==> src/rtl/jk_seq_ctrl.sv <==
`default_nettype none
// ============================================================================
// Module   : jk_seq_ctrl
// Purpose  : Sequencing controller for an external bank of WIDTH JK
//            flip-flops. Accepts CLEAR / LOAD / UP / DOWN commands and drives
//            per-bit J/K so the bank walks to the requested value, using the
//            bank outputs (q) as feedback.
// Ports    : clk        - clock, rising edge active
//            reset      - synchronous, active-low reset
//            cmd_valid  - command presented
//            cmd_ready  - command accepted this cycle (IDLE and out of reset)
//            cmd_op     - 00 CLEAR, 01 LOAD, 10 UP, 11 DOWN
//            cmd_data   - LOAD value, or step count N for UP/DOWN
//            abort      - ends a running command early
//            q          - bank outputs fed back
//            j, k       - per-bit J/K drives to the bank
//            busy       - state is not IDLE
//            done       - one-cycle completion pulse
//            aborted    - qualifies done: command ended by abort
// Revision : 1.0 - initial release
// ============================================================================
module jk_seq_ctrl #(
    parameter int WIDTH = 4
) (
    input  logic             clk,
    input  logic             reset,
    input  logic             cmd_valid,
    output logic             cmd_ready,
    input  logic [1:0]       cmd_op,
    input  logic [WIDTH-1:0] cmd_data,
    input  logic             abort,
    input  logic [WIDTH-1:0] q,
    output logic [WIDTH-1:0] j,
    output logic [WIDTH-1:0] k,
    output logic             busy,
    output logic             done,
    output logic             aborted
);

    localparam logic [1:0] c_st_idle = 2'd0;
    localparam logic [1:0] c_st_run  = 2'd1;
    localparam logic [1:0] c_st_done = 2'd2;

    localparam logic [1:0] c_op_clear = 2'b00;
    localparam logic [1:0] c_op_load  = 2'b01;
    localparam logic [1:0] c_op_up    = 2'b10;
    localparam logic [1:0] c_op_down  = 2'b11;

    localparam logic [WIDTH-1:0] c_cnt_zero = '0;
    localparam logic [WIDTH-1:0] c_cnt_one  = {{(WIDTH-1){1'b0}}, 1'b1};

    logic [1:0]       r_state;
    logic [1:0]       r_op;
    logic [WIDTH-1:0] r_data;
    logic [WIDTH-1:0] r_cnt;
    logic             r_aborted;

    logic [WIDTH-1:0] w_target;
    logic             w_drive;

    // ------------------------------------------------------------------------
    // Control FSM. In IDLE with reset high, cmd_ready is 1, so cmd_valid
    // alone marks an accepting edge.
    // ------------------------------------------------------------------------
    always_ff @(posedge clk) begin
        if (!reset) begin
            r_state   <= c_st_idle;
            r_op      <= c_op_clear;
            r_data    <= '0;
            r_cnt     <= '0;
            r_aborted <= 1'b0;
        end else begin
            case (r_state)
                c_st_idle: begin
                    if (cmd_valid) begin
                        r_op      <= cmd_op;
                        r_data    <= cmd_data;
                        r_aborted <= 1'b0;
                        if (cmd_op == c_op_clear || cmd_op == c_op_load) begin
                            r_cnt   <= c_cnt_one;
                            r_state <= c_st_run;
                        end else begin
                            r_cnt   <= cmd_data;
                            // A zero-step UP/DOWN completes without touching the bank.
                            r_state <= (cmd_data == c_cnt_zero) ? c_st_done : c_st_run;
                        end
                    end
                end
                c_st_run: begin
                    if (abort) begin
                        // Abort beats a coinciding final step; J/K are
                        // already forced to zero this cycle.
                        r_aborted <= 1'b1;
                        r_state   <= c_st_done;
                    end else begin
                        r_cnt <= r_cnt - c_cnt_one;
                        if (r_cnt == c_cnt_one) begin
                            r_state <= c_st_done;
                        end
                    end
                end
                c_st_done: begin
                    r_state <= c_st_idle;
                end
                default: begin
                    r_state <= c_st_idle;
                end
            endcase
        end
    end

    // ------------------------------------------------------------------------
    // Per-cycle target for the bank while running.
    // ------------------------------------------------------------------------
    always_comb begin
        w_target = '0;
        case (r_op)
            c_op_clear: w_target = '0;
            c_op_load:  w_target = r_data;
            c_op_up:    w_target = q + c_cnt_one;
            c_op_down:  w_target = q - c_cnt_one;
            default:    w_target = '0;
        endcase
    end

    // Drives are gated by reset as well so a reset edge never moves the bank.
    assign w_drive = (r_state == c_st_run) && !abort && reset;

    // Set where target is 1 and bank is 0, reset where target is 0 and bank
    // is 1, hold otherwise.
    assign j = w_drive ? (w_target & ~q) : '0;
    assign k = w_drive ? (~w_target & q) : '0;

    assign cmd_ready = (r_state == c_st_idle) && reset;
    assign busy      = (r_state != c_st_idle);
    assign done      = (r_state == c_st_done);
    assign aborted   = r_aborted;

endmodule
`default_nettype wire
==> config.mk <==
export PLATFORM = sky130hd
export DESIGN_NAME = jk_seq_ctrl
export DESIGN_NICKNAME = d
export VERILOG_FILES = /design/src/rtl/jk_seq_ctrl.sv
export SDC_FILE = /design/constraint.sdc
export NUM_CORES = 1
export LEC_CHECK = 0
export CAP_MARGIN = 20
export CORE_MARGIN = 2
export CORE_UTILIZATION = 30
export CTS_BUF_LIST = sky130_fd_sc_hd__clkbuf_4
export DETAILED_ROUTE_END_ITERATION = 10
export GPL_ROUTABILITY_DRIVEN = 0
export PLACE_DENSITY_LB_ADDON = 0.1
export SETUP_SLACK_MARGIN = 0.4
export SYNTH_ARGS = -nofsm -noshare
export SYNTH_HDL_FRONTEND = slang
export SYNTH_SLANG_ARGS = --single-unit
export TNS_END_PERCENT = 50
==> constraint.sdc <==
create_clock -name clk -period 2.2 [get_ports clk]
set_clock_uncertainty 0.2 [all_clocks]
set_input_delay 0.44 -clock clk [delete_from_list [all_inputs] [get_ports clk]]
set_output_delay 0.44 -clock clk [all_outputs]
set_load 0.01 [all_outputs]
# --- After elaboration in Yosys (flattened, before gate mapping) ---
# Index checks and enable logic that the tools add are counted.
op_classes:
  addsub: 3
  muxes: 16
  n_bitwise: 4
  eq_ne: 11
  n_reduce_logical: 15
ops:
  columns: ["cell", "n"]
  rows:
  - ["$mux W4", 5]
  - ["$pmux W4 S4", 1]
  - ["$mux W2", 5]
  - ["$and A4 B4 Y4", 2]
  - ["$not A4 Y4", 2]
  - ["$pmux W4 S2", 1]
  - ["$sub A4 B1 Y4 const B", 2]
  - ["$eq A2 B1 Y1 const B", 3]
  - ["$eq A2 B2 Y1 const B", 3]
  - ["$logic_not A2 Y1", 3]
  - ["$ne A2 B2 Y1 const B", 3]
  - ["$reduce_and A3 Y1", 2]
  - ["$add A4 B1 Y4 const B", 1]
  - ["$eq A4 B1 Y1 const B", 1]
  - ["$logic_not A4 Y1", 1]
  - ["$pmux W2 S2", 1]
  - ["$reduce_and A2 Y1", 2]
  - ["$reduce_bool A2 Y1", 2]
  - ["$logic_and A1 B1 Y1", 3]
  - ["$ne A3 B3 Y1 const B", 1]
  - ["$mux W1", 2]
  - ["$pmux W1 S2", 1]
  - ["$logic_not A1 Y1", 1]
  - ["$logic_or A1 B1 Y1", 1]
word_totals:
  wordCells: 54
  output_inout_bits: 12
  register_bits: 13

# --- Depth between registers and ports, before layout ---
depth:
  ltp_word: 5
  mapped_depth: 7

# --- Least setup slack after synthesis ---
# OpenSTA, ideal clock, no wires.
synth_timing:
  kind: "flip-flop to output port"
  startpoint: "register r_op[1]"
  endpoint: "output port j[2]"
  t_arrival_ps: 1608
  required_time_ps: 1560
  path_buffers: 0
  path_slack_ps: -48
  path_stages_with_launch: 8
  cell_sequence: "dfxtp_1 > nand2_1 > xnor2_1 > ha_1 > or3_1 > nand3_1 > a32oi_1 > nor3_1"
synth_via:
  elab_chain_cells: 4
  word_cells_on_any_way: 7
synth_lines:
  columns: ["element", "line", "source"]
  rows:
  - ["from (decl)", "53", "logic [1:0] r_op;"]
  - ["from (signal assigned)", "68", "r_op <= c_op_clear;"]
  - ["from (signal assigned)", "76", "r_op <= cmd_op;"]
  - ["$eq A2 B2 Y1, or another cell as far along", "117", "case (r_op)"]
  - ["$pmux W4 S4 *", "117", null]
  - ["$and A4 B4 Y4 *", "131", "assign j = w_drive ? (w_target & ~q) : '0;"]
  - ["$mux W4 *", "131", null]
  - ["to (decl)", "33", "output logic [WIDTH-1:0] j,"]
# Mark *: on every way between the ends. The rest lies on a longest branch, timed or not.

# --- Final worst setup path ---
layout_timing:
  startpoint: "register r_op[1]"
  endpoint: "output port k[2]"
layout_via:
  elab_chain_cells: 5
  word_cells_on_any_way: 8
layout_lines:
  columns: ["element", "line", "source"]
  rows:
  - ["$eq A2 B2 Y1, or another cell as far along", "117", null]
  - ["$pmux W4 S4 *", "117", null]
  - ["$not A4 Y4 *", "132", "assign k = w_drive ? (~w_target & q) : '0;"]
  - ["$and A4 B4 Y4 *", "132", null]
  - ["$mux W4 *", "132", null]
  - ["to (decl)", "34", "output logic [WIDTH-1:0] k,"]
# Marks and branches as above.

==> impl_metrics.py <==
metrics = {
    "run_status": {
        "status": "finished with violations",
        "violations": "setup timing",
    },
    "critical_path": {
        "startpoint_type": "flop",
        "ff2ff_setup_slack_ns": 0.69,
        "setup.worst_path.end_class": "primary output",
        "worstPathCellList": "nand2_4, xnor2_2, ha_2, or3_4, nand3_2, a32oi_2, and3_1, buf_2",
        "critPathMaxStageDelay_ns": 0.36,
        "critPathSlowestCell": "dfxtp_4",
        "critical_path.top_delay_family": "simple AND/OR/NAND/NOR gates",
        "cp.arrival_ns": 1.85,
        "critical_path_class": "reg -> out",
        "cp.required_ns": 1.56,
        "cp_max_fo": 3,
        "path_buf_inv": 1,
    },
    "clocking": {
        "clk_latency_ns": 0.27,
        "clk_path_buf_depth": 2,
        "cts_buffers": 3,
        "clock_sinks": 13,
        "cts_tree": "yes",
        "htreeDepth": 1,
        "clk_pin_slew_ns": 0.08,
        "cts_root_buffer": "clkbuf_4",
        "hold_buffers": 0,
    },
    "synth": {
        "yosys_warnings": 0,
        "synth_area_leader_cell": "dfxtp_1",
        "ys_seq_area_frac": 0.301,
        "synthCells": 111,
        "synth_top_area_share": 0.301,
        "avgSynthCellArea_um2": 7.79,
        "synth_area_leaders": "dfxtp_1 30%, nand2_1 7.8%, a21boi_1 5.2%",
        "ys_ff_latch": 13,
        "synth.net_count": 128,
        "netlist-cell-type-count": 34,
        "synth_area_um2": 865,
    },
    "die": {
        "coreArea_mm2": 0.00276,
        "fp.dieArea_mm2": 0.00333,
        "die_w_um": 57.7,
        "num_io_pins": 26,
        "initial_core_util": 0.314,
        "rows": 19,
        "die_h_um": 57.7,
    },
    "grt": {
        "grt_max_degree": 16,
        "grtUsageTotal": 0.161,
        "antenna_found_initial": 0,
        "first_global_vias": 955,
        "overflow": 0,
        "grt_pass1_wl_mm": 4.15,
    },
    "final_layout": {
        "n_antenna_cell": 0,
        "final_nets": 173,
        "nFillCells": 276,
        "multi_input_area_um2": 699,
        "regArea_um2": 268,
        "design_area_mm2": 0.00140,
        "drive_gt1_frac": 0.406,
        "areaGrowthSynthToFinish_pct": 61.8,
    },
    "drt": {
        "drc": 0,
        "wl_mm": 2.45,
        "vias": 944,
        "wl_per_cell_um": 13.2,
        "first_pass_iters": 4,
        "vias_per_cell": 5.08,
        "ant_nets": 0,
        "drt_iter0_drc": 11,
    },
    "power": {
        "max-vdd-ir-drop_mv": 0.342,
        "p_per_area_mw_per_mm2": 471,
        "p_leak_nw": 0.627,
    },
    "sta": {
        "worstMarginPinSlew_ns": 0.340,
        "setup_slack_ns": -0.291,
        "rsz0062_at_grt": "yes",
        "relSlewSlack": 0.773,
        "layout_min_cycle_time_ns": 2.49,
        "drv_slew": 0,
        "max_freq_ghz": 0.402,
        "fin_crit_sh": 1.13,
        "hold_viol_final": 0,
        "setup_viol": 3,
    },
    "placed_design": {
        "preCtsSetupSlack_ns": -0.939,
        "place_area_mm2": 0.00125,
        "place_hpwl_mm": 1.78,
        "io_buffers": 25,
    },
    "worst_hold_path": {
        "min_path_type": "reg -> reg",
    },
    "flow_run": {
        "maxCapViolCount": 0,
    },
}
through the flow:
step,setup TNS [ns],std cells,hold slack [ns],util,power (mW)
after floorplan,0,111,0.235,-,0.382
after global placement,-5.69,178,0.243,0.454,0.469
after detailed placement,-5.86,178,0.247,0.454,0.471
after CTS,-0.814,185,0.262,0.490,0.658
after global routing,-1.23,186,0.297,0.507,0.710
final,-0.600,186,0.258,0.507,0.659
cell usage after synthesis:
library cell / number
o21a_1: 2
a31oi_1: 1
nor2b_1: 4
buf_6: 1
and3_1: 5
a21boi_1: 6
nor3b_2: 1
mux2i_1: 1
ha_1: 3
and2_1: 3
a21oi_1: 4
clkbuf_1: 2
o21ai_0: 4
a31o_1: 1
nor4b_1: 2
a211oi_1: 1
or3_1: 1
nor4_1: 2
nand3_1: 4
nor3_1: 4
o211a_1: 1
a32oi_1: 1
a21oi_2: 2
nand2_1: 18
nor2_1: 4
xnor2_1: 2
a22oi_1: 2
inv_1: 4
nor2_2: 1
or2_1: 2
o211ai_1: 1
nand2b_1: 7
nor4b_2: 1
dfxtp_1: 13
placed cells by master (no fill, tap or decap), types with 2 or more instances in the layout:
master           instances
nand2_1                 16
dfxtp_1                  9
nand2_4                  2
buf_6                    3
nor3_2                   3
clkdlybuf4s50_1          8
o21ai_0                  3
or2_1                    2
nor2_1                   3
ha_1                     2
a21boi_1                 6
and3_1                   5
buf_4                   14
nand3_1                  3
nor2b_1                  2
nand2b_1                 6
nor2b_2                  2
inv_1                    4
a21oi_1                  4
o21a_1                   2
nor2_4                   2
nor4b_2                  2
clkdlybuf4s15_2          2
clkbuf_4                 4
buf_2                   11
and2_1                   3
dfxtp_2                  3
worst reg2reg max path, cell delays in order, from the launching register on:
cell      delay, ns
dfxtp_2        0.35
buf_6          0.13
nand2b_1       0.19
a21oi_4        0.24
nor2_1         0.06
nor4_1         0.26
final timing paths:
path / from / endpoint / cells after the start
setup / recovery: r_op[1] / k[2] / 8
hold / removal: r_data[3] / r_data[3] / 2
setup reg to reg: r_state[0] / r_cnt[3] / 5
hold reg to reg: r_data[3] / r_data[3] / 2
metal layers:
layer / global-route usage / wire length, um / up-vias / part of all wire
met5: 0 / 0 / - / 0
met4: 0.0764 / 47 / 0 / 0.019
met3: 0.0290 / 103 / 6 / 0.042
met2: 0.292 / 1280 / 28 / 0.52
met1: 0.180 / 1020 / 431 / 0.42
li1: - / - / 479 / -
area by class of cell:
class / count / area share
well taps: 31 / 0.0277
flip-flops and latches: 13 / 0.191
repair buffers: 43 / 0.249
clock buffers: 4 / 0.0215
inverters: 4 / 0.0107
multi-input cells: 91 / 0.500
flip-flops by register name (all words and copies together), names as in the netlist:
register / cells
r_state: 2
r_data: 4
r_cnt: 4
r_op: 2
aborted: 1
logic make-up after synthesis:
family / count (synthesis) / share of synthesized area
AND/OR/NAND/NOR: 59 / 0.375
XOR/XNOR: 2 / 0.0203
flip-flops: 13 / 0.301
multiplexers: 1 / 0.0116
buffers and inverters: 7 / 0.0391
AO/OA/AOI/OAI: 26 / 0.210
adder cells (fa/ha/maj): 3 / 0.0434
where the power goes:
part	switching (mW)	leakage, nW	internal, mW
Clock	0.0807	0.0184	0.0826
Sequential	0.0151	0.109	0.256
Combinational	0.111	0.500	0.113
timing repair:
action                                  in CTS  in global routing
endpoints found under the setup margin      11                 16
setup buffers                                3                  1
pin swaps                                    9                 11
resized for setup                           73                 16
No activity file was read; power rests on OpenSTA's default activity.
